<file path="src/rtl/gate_pipe.sv">
// ============================================================================
// Module   : gate_pipe
// Purpose  : Pipelined N-input bitwise gate, selectable op, valid/ready on both
//            sides. Optional hit counter built when GATE_PIPE_STATS_EN is set.
// Revision : 1.0 - initial release
// ============================================================================
`default_nettype none

module gate_pipe #(
  parameter int WIDTH  = 8,
  parameter int N_IN   = 2,
  parameter int STAGES = 2
) (
  input  logic                  clk,
  input  logic                  rst_n,
  input  logic                  in_valid,
  output logic                  in_ready,
  input  logic [N_IN*WIDTH-1:0] in_data,
  input  logic [2:0]            op,
  output logic                  out_valid,
  input  logic                  out_ready,
  output logic [WIDTH-1:0]      y,
  output logic                  op_err,
  output logic [15:0]           hit_cnt,
  input  logic                  cnt_clr
);

  localparam logic [2:0] c_OP_AND  = 3'b000;
  localparam logic [2:0] c_OP_OR   = 3'b001;
  localparam logic [2:0] c_OP_XOR  = 3'b010;
  localparam logic [2:0] c_OP_NAND = 3'b011;
  localparam logic [2:0] c_OP_NOR  = 3'b100;
  localparam logic [2:0] c_OP_XNOR = 3'b101;

  logic [WIDTH-1:0] w_and;
  logic [WIDTH-1:0] w_or;
  logic [WIDTH-1:0] w_xor;
  logic [WIDTH-1:0] w_res;
  logic             w_err;
  logic             w_en;

  logic             r_vld [STAGES];
  logic [WIDTH-1:0] r_y   [STAGES];
  logic             r_err [STAGES];

  always_comb begin
    w_and = '1;
    w_or  = '0;
    w_xor = '0;
    for (int k = 0; k < N_IN; k++) begin
      w_and = w_and & in_data[k*WIDTH +: WIDTH];
      w_or  = w_or  | in_data[k*WIDTH +: WIDTH];
      w_xor = w_xor ^ in_data[k*WIDTH +: WIDTH];
    end
    w_res = '0;
    w_err = 1'b0;
    case (op)
      c_OP_AND:  w_res = w_and;
      c_OP_OR:   w_res = w_or;
      c_OP_XOR:  w_res = w_xor;
      c_OP_NAND: w_res = ~w_and;
      c_OP_NOR:  w_res = ~w_or;
      c_OP_XNOR: w_res = ~w_xor;
      default:   w_err = 1'b1;
    endcase
  end

  // One enable for the whole pipe: bubbles are never squeezed out.
  assign w_en     = ~r_vld[STAGES-1] | out_ready;
  assign in_ready = w_en;

  always_ff @(posedge clk or negedge rst_n) begin
    if (!rst_n) begin
      for (int s = 0; s < STAGES; s++) begin
        r_vld[s] <= 1'b0;
        r_y[s]   <= '0;
        r_err[s] <= 1'b0;
      end
    end else if (w_en) begin
      r_vld[0] <= in_valid;
      r_y[0]   <= w_res;
      r_err[0] <= w_err;
      for (int s = 1; s < STAGES; s++) begin
        r_vld[s] <= r_vld[s-1];
        r_y[s]   <= r_y[s-1];
        r_err[s] <= r_err[s-1];
      end
    end
  end

  assign out_valid = r_vld[STAGES-1];
  assign y         = r_y[STAGES-1];
  assign op_err    = r_err[STAGES-1];

`ifdef GATE_PIPE_STATS_EN
  logic [15:0] r_hit;

  // Clear wins over a same-cycle increment; the count saturates.
  always_ff @(posedge clk or negedge rst_n) begin
    if (!rst_n) begin
      r_hit <= '0;
    end else if (cnt_clr) begin
      r_hit <= '0;
    end else if (out_valid && out_ready && (&y) && !op_err && (r_hit != 16'hFFFF)) begin
      r_hit <= r_hit + 16'd1;
    end
  end

  assign hit_cnt = r_hit;
`else
  logic w_unused_clr;
  assign w_unused_clr = cnt_clr;
  assign hit_cnt      = '0;
`endif

endmodule

`default_nettype wire

</file>
<file path="config.mk">
export PLATFORM = sky130hd
export DESIGN_NAME = gate_pipe
export DESIGN_NICKNAME = d
export VERILOG_FILES = /design/src/rtl/gate_pipe.sv
export SDC_FILE = /design/constraint.sdc
export NUM_CORES = 1
export LEC_CHECK = 0
export BUFFER_PORTS_ARGS = -buffer_cell sky130_fd_sc_hd__buf_2
export CAP_MARGIN = 0
export CORE_ASPECT_RATIO = 0.75
export CORE_MARGIN = 5
export CORE_UTILIZATION = 45
export CTS_CLUSTER_DIAMETER = 80
export CTS_CLUSTER_SIZE = 25
export DETAILED_ROUTE_END_ITERATION = 16
export PLACE_DENSITY = 0.72
export REMOVE_ABC_BUFFERS = 1
export SETUP_SLACK_MARGIN = 0.1
export SLEW_MARGIN = 40
export SYNTH_ARGS = -nofsm -noshare
export SYNTH_HDL_FRONTEND = slang
export SYNTH_SLANG_ARGS = --single-unit
</file>
<file path="constraint.sdc">
create_clock -name clk -period 3.39 [get_ports clk]
set_input_delay 0.339 -clock clk [delete_from_list [all_inputs] [get_ports clk]]
set_output_delay 0.339 -clock clk [all_outputs]
set_load 0.01 [all_outputs]
</file>
======== Word level (Yosys, flattened, before mapping) ========
Index checks and enable logic that the tools add are counted.
Widths: inputs -> output; s select.
word-level totals
  register bits after elaboration ......... 20
  input port bits ......................... 24
  output and inout port bits .............. 27
  logic and storage cells ................. 23
operators by class
  equal/unequal tests ..................... 5
  multiplexer cells ....................... 2
  bitwise logic cells ..................... 8
  reductions and logical operators ........ 2
operators with widths
  cell                number
  $pmux 8 s6          1
  $not 8->8           3
  $and 8x8->8         1
  $or 8x8->8          1
  $xor 8x8->8         1
  $eq 3x2->1 const B  2
  $eq 3x3->1 const B  2
  $reduce_or 6->1     1
  $eq 3x1->1 const B  1
  $logic_not 3->1     1
  $mux 1              1
  $not 1->1           1
  $or 1x1->1          1

======== Depth between registers and ports, before layout ========
Gate-level depths: netlist of the first run.
  depth in word-level cells ............... 3
  depth in mapped cells ................... 6
  gate-level depth less buffers ........... 6

======== Worst setup path before layout of the first run ========
OpenSTA, ideal clock, no wires.
  path kind ............................... in2reg
  from .................................... input in_data[3]
  to ...................................... register r_y[11] (netlist bit)
  library setup time ...................... 0.126 ns
  arrival ................................. 1.163 ns
  data required time ...................... 3.264 ns
  slack ................................... 2.101 ns
  stages on the path ...................... 5
  buffers on the path ..................... 0
  cell sequence ........................... inv_1 -> ha_1 -> o211ai_1 -> o21ai_1 -> a221o_1
between the ends
  longest elaborated chain between the ends .. 3
  elaborated cells on any way between the ends .. 7
  classes of those cells .................. mux (1); bitwise (6)
ends and longest elaborated chain
  item                                       RTL line    text
  from (decl)                                18          input logic [N_IN*WIDTH-1:0] in_data,
  $xor 8x8->8, or another cell as far along  53          w_xor = w_xor ^ in_data[k*WIDTH +: WIDTH];
  $not 8->8 (on tied branches)               63, 61, 62
  $pmux 8 s6 (*)                             57          case (op)
  to (signal, indexed assignment)            85          r_y[s] <= r_y[s-1];
  to (decl)                                  43          logic [WIDTH-1:0] r_y [STAGES];
Mark *: on every way between the ends. The rest lies on a longest branch, timed or not.
A chain may end at the register's enable or synchronous reset.

======== Final worst setup path of the first run ========
  from .................................... register r_vld, in the netlist out_valid
  to ...................................... output in_ready
between the ends
  longest elaborated chain between the ends .. 2
ends and longest elaborated chain
  item                               RTL line  text
  from (decl)                        42        logic r_vld [STAGES];
  from (signal, indexed assignment)  84        r_vld[s] <= r_vld[s-1];
  $not 1->1                          69        assign w_en = ~r_vld[STAGES-1] | out_ready;
  $or 1x1->1                         69
  to (decl)                          17        output logic in_ready,
No other way between the ends.

==> flow_summary.ini, run 1 <==
[cts]
post_cts_buffers = 0
clock_path_buffers = 2
clkSlewWorstSetupHoldPaths_ns = 0.07
cts_root_buf = clkbuf_8
hold_buffers = 0
htree_levels = 1
cts_tree = done
cts_sinks = 20
post_cts_resize_count = 0
cts_buffers = 3
clkLatencyLatePin_ns = 0.25

[yosys]
synth_area_sq_um = 1650
synth_top_area_share = 0.303
yosysMostFrequentCell = nand2_1
ys_types = 29
ys.flop_type = dfrtp_1
synth_cells = 205
synth_area_per_cell_sq_um = 8.06
synthTopCellsByCount = 47 x nand2_1, 24 x buf_4, 21 x inv_1
synth-seq-cells = 20
yosys_warnings = 0
synth_largest_area_cell = dfrtp_1
synth.area.top_cells = dfrtp_1 30%, ha_1 12%, buf_4 11%
synth-edff-count = 0
seq_area_frac_synth = 0.303
async_flop_share = 1.00

[floorplan]
die_h_microns = 62.5
ios = 51
rows = 19
dieArea_sq_um = 4990
initial_core_util = 0.460
core_area_sq_um = 3590
dieWidth_microns = 80.0

[sta]
post-route-min-period_ns = 1.76
slew_violations = 0
rsz0062_at_grt = false
finClkSkew_ns = 0.00154
tightest_slew_ns = 0.630
setup_viol_count_final = 0
fin_crit_sh = 0.520
fmax_ghz = 0.567
setup_tns_ns = 0
finalHoldViolCount = 0
relSlewSlack = 0.580

[layout]
drive_gt1_frac = 0.193
syn_to_final_growth_pct = 5.76
antennaDiodeCount = 0
multiInputGateArea_sq_um = 871
final.fill_count = 354
fin_area_sq_um = 1750
seqCellArea_sq_um = 500
fin_nets = 264

[worst_setup_path]
arrival_ns = 1.43
slowest_stage = dfrtp_1
end_kind = output pin
critPathTopFamily = buffers and inverters
required_ns = 3.05
start_kind = flop
critical-path-max-stage-delay_ns = 0.37
cp-startpoint = out_valid
ff2ff_setup_slack_ns = 1.78
path_class = reg -> out
cp_num_buf_inv = 3
worstSetupPathDepth = 4
critical_path.max_fanout = 21
worstPathCellList = and2b_1 -> buf_4 -> inv_2 -> buf_2
worstSetupEndpoint = in_ready
rr_worst_depth = 6
reg2reg_to = r_y[14]
reg2reg_from = out_valid

[placed_design]
place_area_sq_um = 1690
gp_congestion = 0.738
dp_hpwl_microns = 2130
numPortBuffers = 33

[pwr]
p_leak_nw = 0.987
irDropWorstVdd_mv = 0.154
powerDensity_nw_per_um2 = 387

[global_route]
globalRouteTotalUtil = 0.118
grt_max_degree = 36
antenna_found_initial = 0
grt_overflow_total = 0
grt_pass1_vias = 1141
grt_pass1_wl_microns = 4890

[detailed_routing]
first_pass_iters = 4
totalWireLength_microns = 2790
drc = 0
wl_per_cell_microns = 10.2
via_per_inst = 4.57
dr_total_vias = 1257
drt_iter0_markers = 69
ant_nets = 0

[min_path]
hold_class = in -> async

[outcome]
status = complete, no violations

[job]
maxCapViolCount = 0
## area by class of cell
type,count,share of cell area
well taps,52,0.0372
repair buffers,34,0.0989
multi-input cells,143,0.499
clock buffers,4,0.0315
inverters,22,0.0473
flip-flops and latches,20,0.287
## routing by layer
metal	GRT usage	vias up	share of wire
li1	-	661	-
met1	0.157	562	0.46
met2	0.193	32	0.47
met3	0.0375	2	0.068
met4	0.0127	0	0.0014
met5	0	-	0
## worst min path at each step
stage                end
4_1_cts             y[4]
2_1_floorplan     op_err
5_1_grt        out_valid
3_5_place_dp        y[4]
3_3_place_gp        y[4]
6_report            y[4]
## stage by stage
stage          setup slack, ns  total power, mW  instances  hold slack [ns]   util
2_1_floorplan             1.71            0.426        185           0.0434      -
3_3_place_gp              1.66            0.502        271            0.306  0.471
3_5_place_dp              1.64            0.508        271            0.305  0.471
4_1_cts                   1.63            0.683        275           0.0296  0.487
5_1_grt                   1.52            0.734        275           0.0433  0.487
6_report                  1.63            0.676        275           0.0185  0.487
## power by group
part	internal (mW)	total (mW)	leakage (nW)	switching [mW]
sequential	0.281	0.304	0.248	0.0225
clock	0.103	0.174	0.0288	0.0705
combinational	0.0818	0.198	0.710	0.117
## flip-flops by register name (all words and copies together), names as in the netlist
name and count:
out_valid 1, op_err 1, r_err 1, r_vld 1, r_y 8, y 8
## cells by family (layout without fill, tap and decap cells)
logic type | after synthesis | in the layout | share of synthesized area
adders and majority gates | 16 | 16 | 0.121
other | 1 | 16 | 0.00227
buffers and inverters | 57 | 60 | 0.204
and+or+nand+nor | 67 | 67 | 0.167
AOI/OAI and AO/OA | 36 | 36 | 0.155
DFF | 20 | 20 | 0.303
muxes | 8 | 8 | 0.0485
## cells in the final DEF, fill, tap and decap left out, types with 2 or more instances in the layout
cell | netlist | final
a221o_1 | 4 | 4
o21ai_0 | 9 | 9
dfrtp_1 | 20 | 20
clkbuf_8 | 0 | 4
o21ai_1 | 6 | 6
a21oi_1 | 4 | 4
conb_1 | 1 | 16
buf_2 | 8 | 33
ha_1 | 16 | 16
and3b_1 | 2 | 2
nand2_1 | 47 | 47
nor2_1 | 13 | 13
inv_1 | 21 | 21
a21o_1 | 2 | 2
o22ai_1 | 2 | 2
o211ai_1 | 2 | 2
o211ai_2 | 3 | 3
mux2i_1 | 8 | 8
No activity file was read; power rests on OpenSTA's default activity.
==> run 2, diff against run 1 <==
--- a/config.mk
+++ b/config.mk
@@ -5,6 +5,7 @@
 export SDC_FILE = /design/constraint.sdc
 export NUM_CORES = 1
 export LEC_CHECK = 0
+export ABC_AREA = 1
 export BUFFER_PORTS_ARGS = -buffer_cell sky130_fd_sc_hd__buf_2
 export CAP_MARGIN = 0
 export CORE_ASPECT_RATIO = 0.75
@@ -13,7 +14,7 @@
 export CTS_CLUSTER_DIAMETER = 80
 export CTS_CLUSTER_SIZE = 25
 export DETAILED_ROUTE_END_ITERATION = 16
-export PLACE_DENSITY = 0.72
+export PLACE_DENSITY = 0.71
 export REMOVE_ABC_BUFFERS = 1
 export SETUP_SLACK_MARGIN = 0.1
 export SLEW_MARGIN = 40
==> constraint.sdc (replaced) <==
create_clock -name clk -period 1.75 [get_ports clk]
set_input_delay 0.175 -clock clk [delete_from_list [all_inputs] [get_ports clk]]
set_output_delay 0.175 -clock clk [all_outputs]
set_load 0.01 [all_outputs]
==> run 2 against run 1 <==
Compared with the run above:
- routed wire length increased by 21%
- clock skew increased by 0.0044 ns
- critical path type is now reg -> reg
- largest power group unchanged
- setup slack worse by 1.3 ns
==> flow_summary.ini, run 2 <==
[detailed_routing]
drc = 0
wl_per_cell_microns = 9.85
totalWireLength_microns = 3380
ant_nets = 0
wl_met2_microns = 1570
via_per_inst = 4.25
dr_total_vias = 1458
met3WireLength_microns = 175
drt_iter0_markers = 47
met1_length_microns = 1610
topRoutingLayerUsed = met4
first_pass_iters = 4

[global_route]
globalRouteTotalUtil = 0.132
grt_overflow_total = 0
grt_pass1_wl_microns = 5460
grt_pass1_vias = 1262
antenna_found_initial = 0
grt_max_degree = 22

[worst_setup_path]
start_kind = flop
path_class = reg -> reg
end_kind = flop
crit_path_frequent_cell = nand2_1
cp_num_buf_inv = 2
required_ns = 1.89
critical-path-max-stage-delay_ns = 0.46
worstPathCellList = inv_1 -> nor2_1 -> clkinvlp_2 -> nand2_1 -> nand2_1
critPathTopFamily = simple AND/OR/NAND/NOR gates
arrival_ns = 1.59
critical_path.max_fanout = 10
slowest_stage = clkinvlp_2

[floorplan]
initial_core_util = 0.469
ios = 51
dieArea_sq_um = 5170
rows = 19
die_h_microns = 63.5
dieWidth_microns = 81.3
core_area_sq_um = 3660

[layout]
multiInputGateArea_sq_um = 855
final_cell_count_no_fill = 343
drive_gt1_frac = 0.155
final.fill_count = 412
fin_nets = 333
layout_commonest_cell = nand2_1
antennaDiodeCount = 0
seqCellArea_sq_um = 500
fin_util = 0.510
syn_to_final_growth_pct = 8.67
mostFrequentLayoutCells = 110 x nand2_1, 51 x inv_1, 33 x buf_2, 26 x nand3_1, 20 x dfrtp_1
fin_area_sq_um = 1870

[cts]
cts_root_buf = clkbuf_8
htree_levels = 1
clock_path_buffers = 2
cts_tree = done
clkLatencyLatePin_ns = 0.25
cts_buffers = 3
clkSlewWorstSetupHoldPaths_ns = 0.07
cts_sinks = 20

[yosys]
synth-seq-cells = 20
synth-edff-count = 0
ys.flop_type = dfrtp_1
synth_largest_area_cell = dfrtp_1
seq_area_frac_synth = 0.291
synth_area_sq_um = 1720
synth_cells = 265
yosysMostFrequentCell = nand2_1
synth_top_area_share = 0.291
yosys_warnings = 0
synth.area.top_cells = dfrtp_1 29%, nand2_1 24%, ha_1 12%
synthTopCellsByCount = 110 x nand2_1, 52 x inv_1, 26 x buf_4, 26 x nand3_1, 20 x dfrtp_1
async_flop_share = 1.00
synth_area_per_cell_sq_um = 6.48
ys_types = 16

[pwr]
p_seq_frac = 0.455
total_power_mw = 1.33
p_switching_uw = 452
combPwrFrac = 0.326
clkPwrFrac = 0.219
internal_power_uw = 876
p_leak_nw = 1.22
swShare = 0.340
irDropWorstVdd_mv = 0.378
powerDensity_nw_per_um2 = 711

[sta]
post-route-min-period_ns = 1.45
rsz0062_at_grt = false
layout_setup_ws_ns = 0.305
fin_crit_sh = 0.826
finalHoldViolCount = 0
finClkSkew_ns = 0.00595
setup_tns_ns = 0
setup_viol_count_final = 0
fmax_ghz = 0.692
whs_ns = 0.132
slew_violations = 0

[job]
maxCapViolCount = 0

[placed_design]
numPortBuffers = 33
place_area_sq_um = 1790
gp_congestion = 0.786
place_inst = 336
dp_slack_ns = 0.365
dp_hpwl_microns = 2580

[min_path]
hold_class = in -> reg

[outcome]
status = complete, no violations
[run 2: changes by cell type in the layout (fill, tap and decap cells not counted), sizes merged, moves of 7 or more]
cell   change
inv       +30
mux2i      -8
nand2     +64
nand3     +25
nor2       -7
o21ai     -14
[run 2: cells by family (layout without fill, tap and decap cells)]
logic type	Yosys count	after routing	share of synthesized area
buffers and inverters	83	94	0.244
AO/OA/AOI/OAI	2	2	0.00728
AND/OR/NAND/NOR	143	143	0.339
flip-flops	20	20	0.291
other	1	16	0.00218
adder cells (fa/ha/maj)	16	16	0.117
[run 2: worst paths after layout]
kind / from / end / slack [ns] / cells past startpoint
worst max-delay path: out_valid / r_y[10] / 0.30 / 5
worst min-delay path: in_valid / r_vld[1] / 0.13 / 3
worst max register to register: out_valid / r_y[10] / 0.30 / 5
worst min register to register: r_vld[1] / out_valid / 0.44 / 2
max in group asynchronous: rst_n / y[4] / 1.04 / 2
min in group asynchronous: rst_n / y[5] / 0.40 / 2
[run 2: power by group through the flow]
| stage | Sequential (mW) | Combinational (mW) | Clock [mW] |
|---|---|---|---|
| 4_1_cts | 0.604 | 0.425 | 0.303 |
| 3_3_place_gp | 0.607 | 0.413 | 0 |
| 6_report | 0.604 | 0.433 | 0.291 |
| 5_1_grt | 0.619 | 0.497 | 0.324 |
| 2_1_floorplan | 0.631 | 0.242 | 0 |
| 3_5_place_dp | 0.610 | 0.424 | 0 |
[run 2: final cells by class]
cell class                 count  area share
inverter                      53       0.109
sequential                    20       0.268
tap                           52      0.0349
timing repair buffer          37       0.106
clock buffer                   3      0.0221
timing repair inverter         1     0.00268
multi-input combinational    177       0.458
[run 2: what timing repair did]
item                       CTS  global route
hold endpoints to repair    20             0
hold buffers                 1             0
setup endpoints to repair    0             1
buffers inserted             0             2
gates resized for setup      0             1
[run 2: tightest hold or removal path: stages]
cell	delay [ns]
buf_2	0.07
nand2_1	0.04
o21ai_0	0.06
[run 2: metal layers]
metal | global-route usage | vias up
met5 | 0 | -
met4 | 0.0253 | 0
met3 | 0.0271 | 2
met2 | 0.226 | 33
met1 | 0.170 | 633
li1 | - | 790
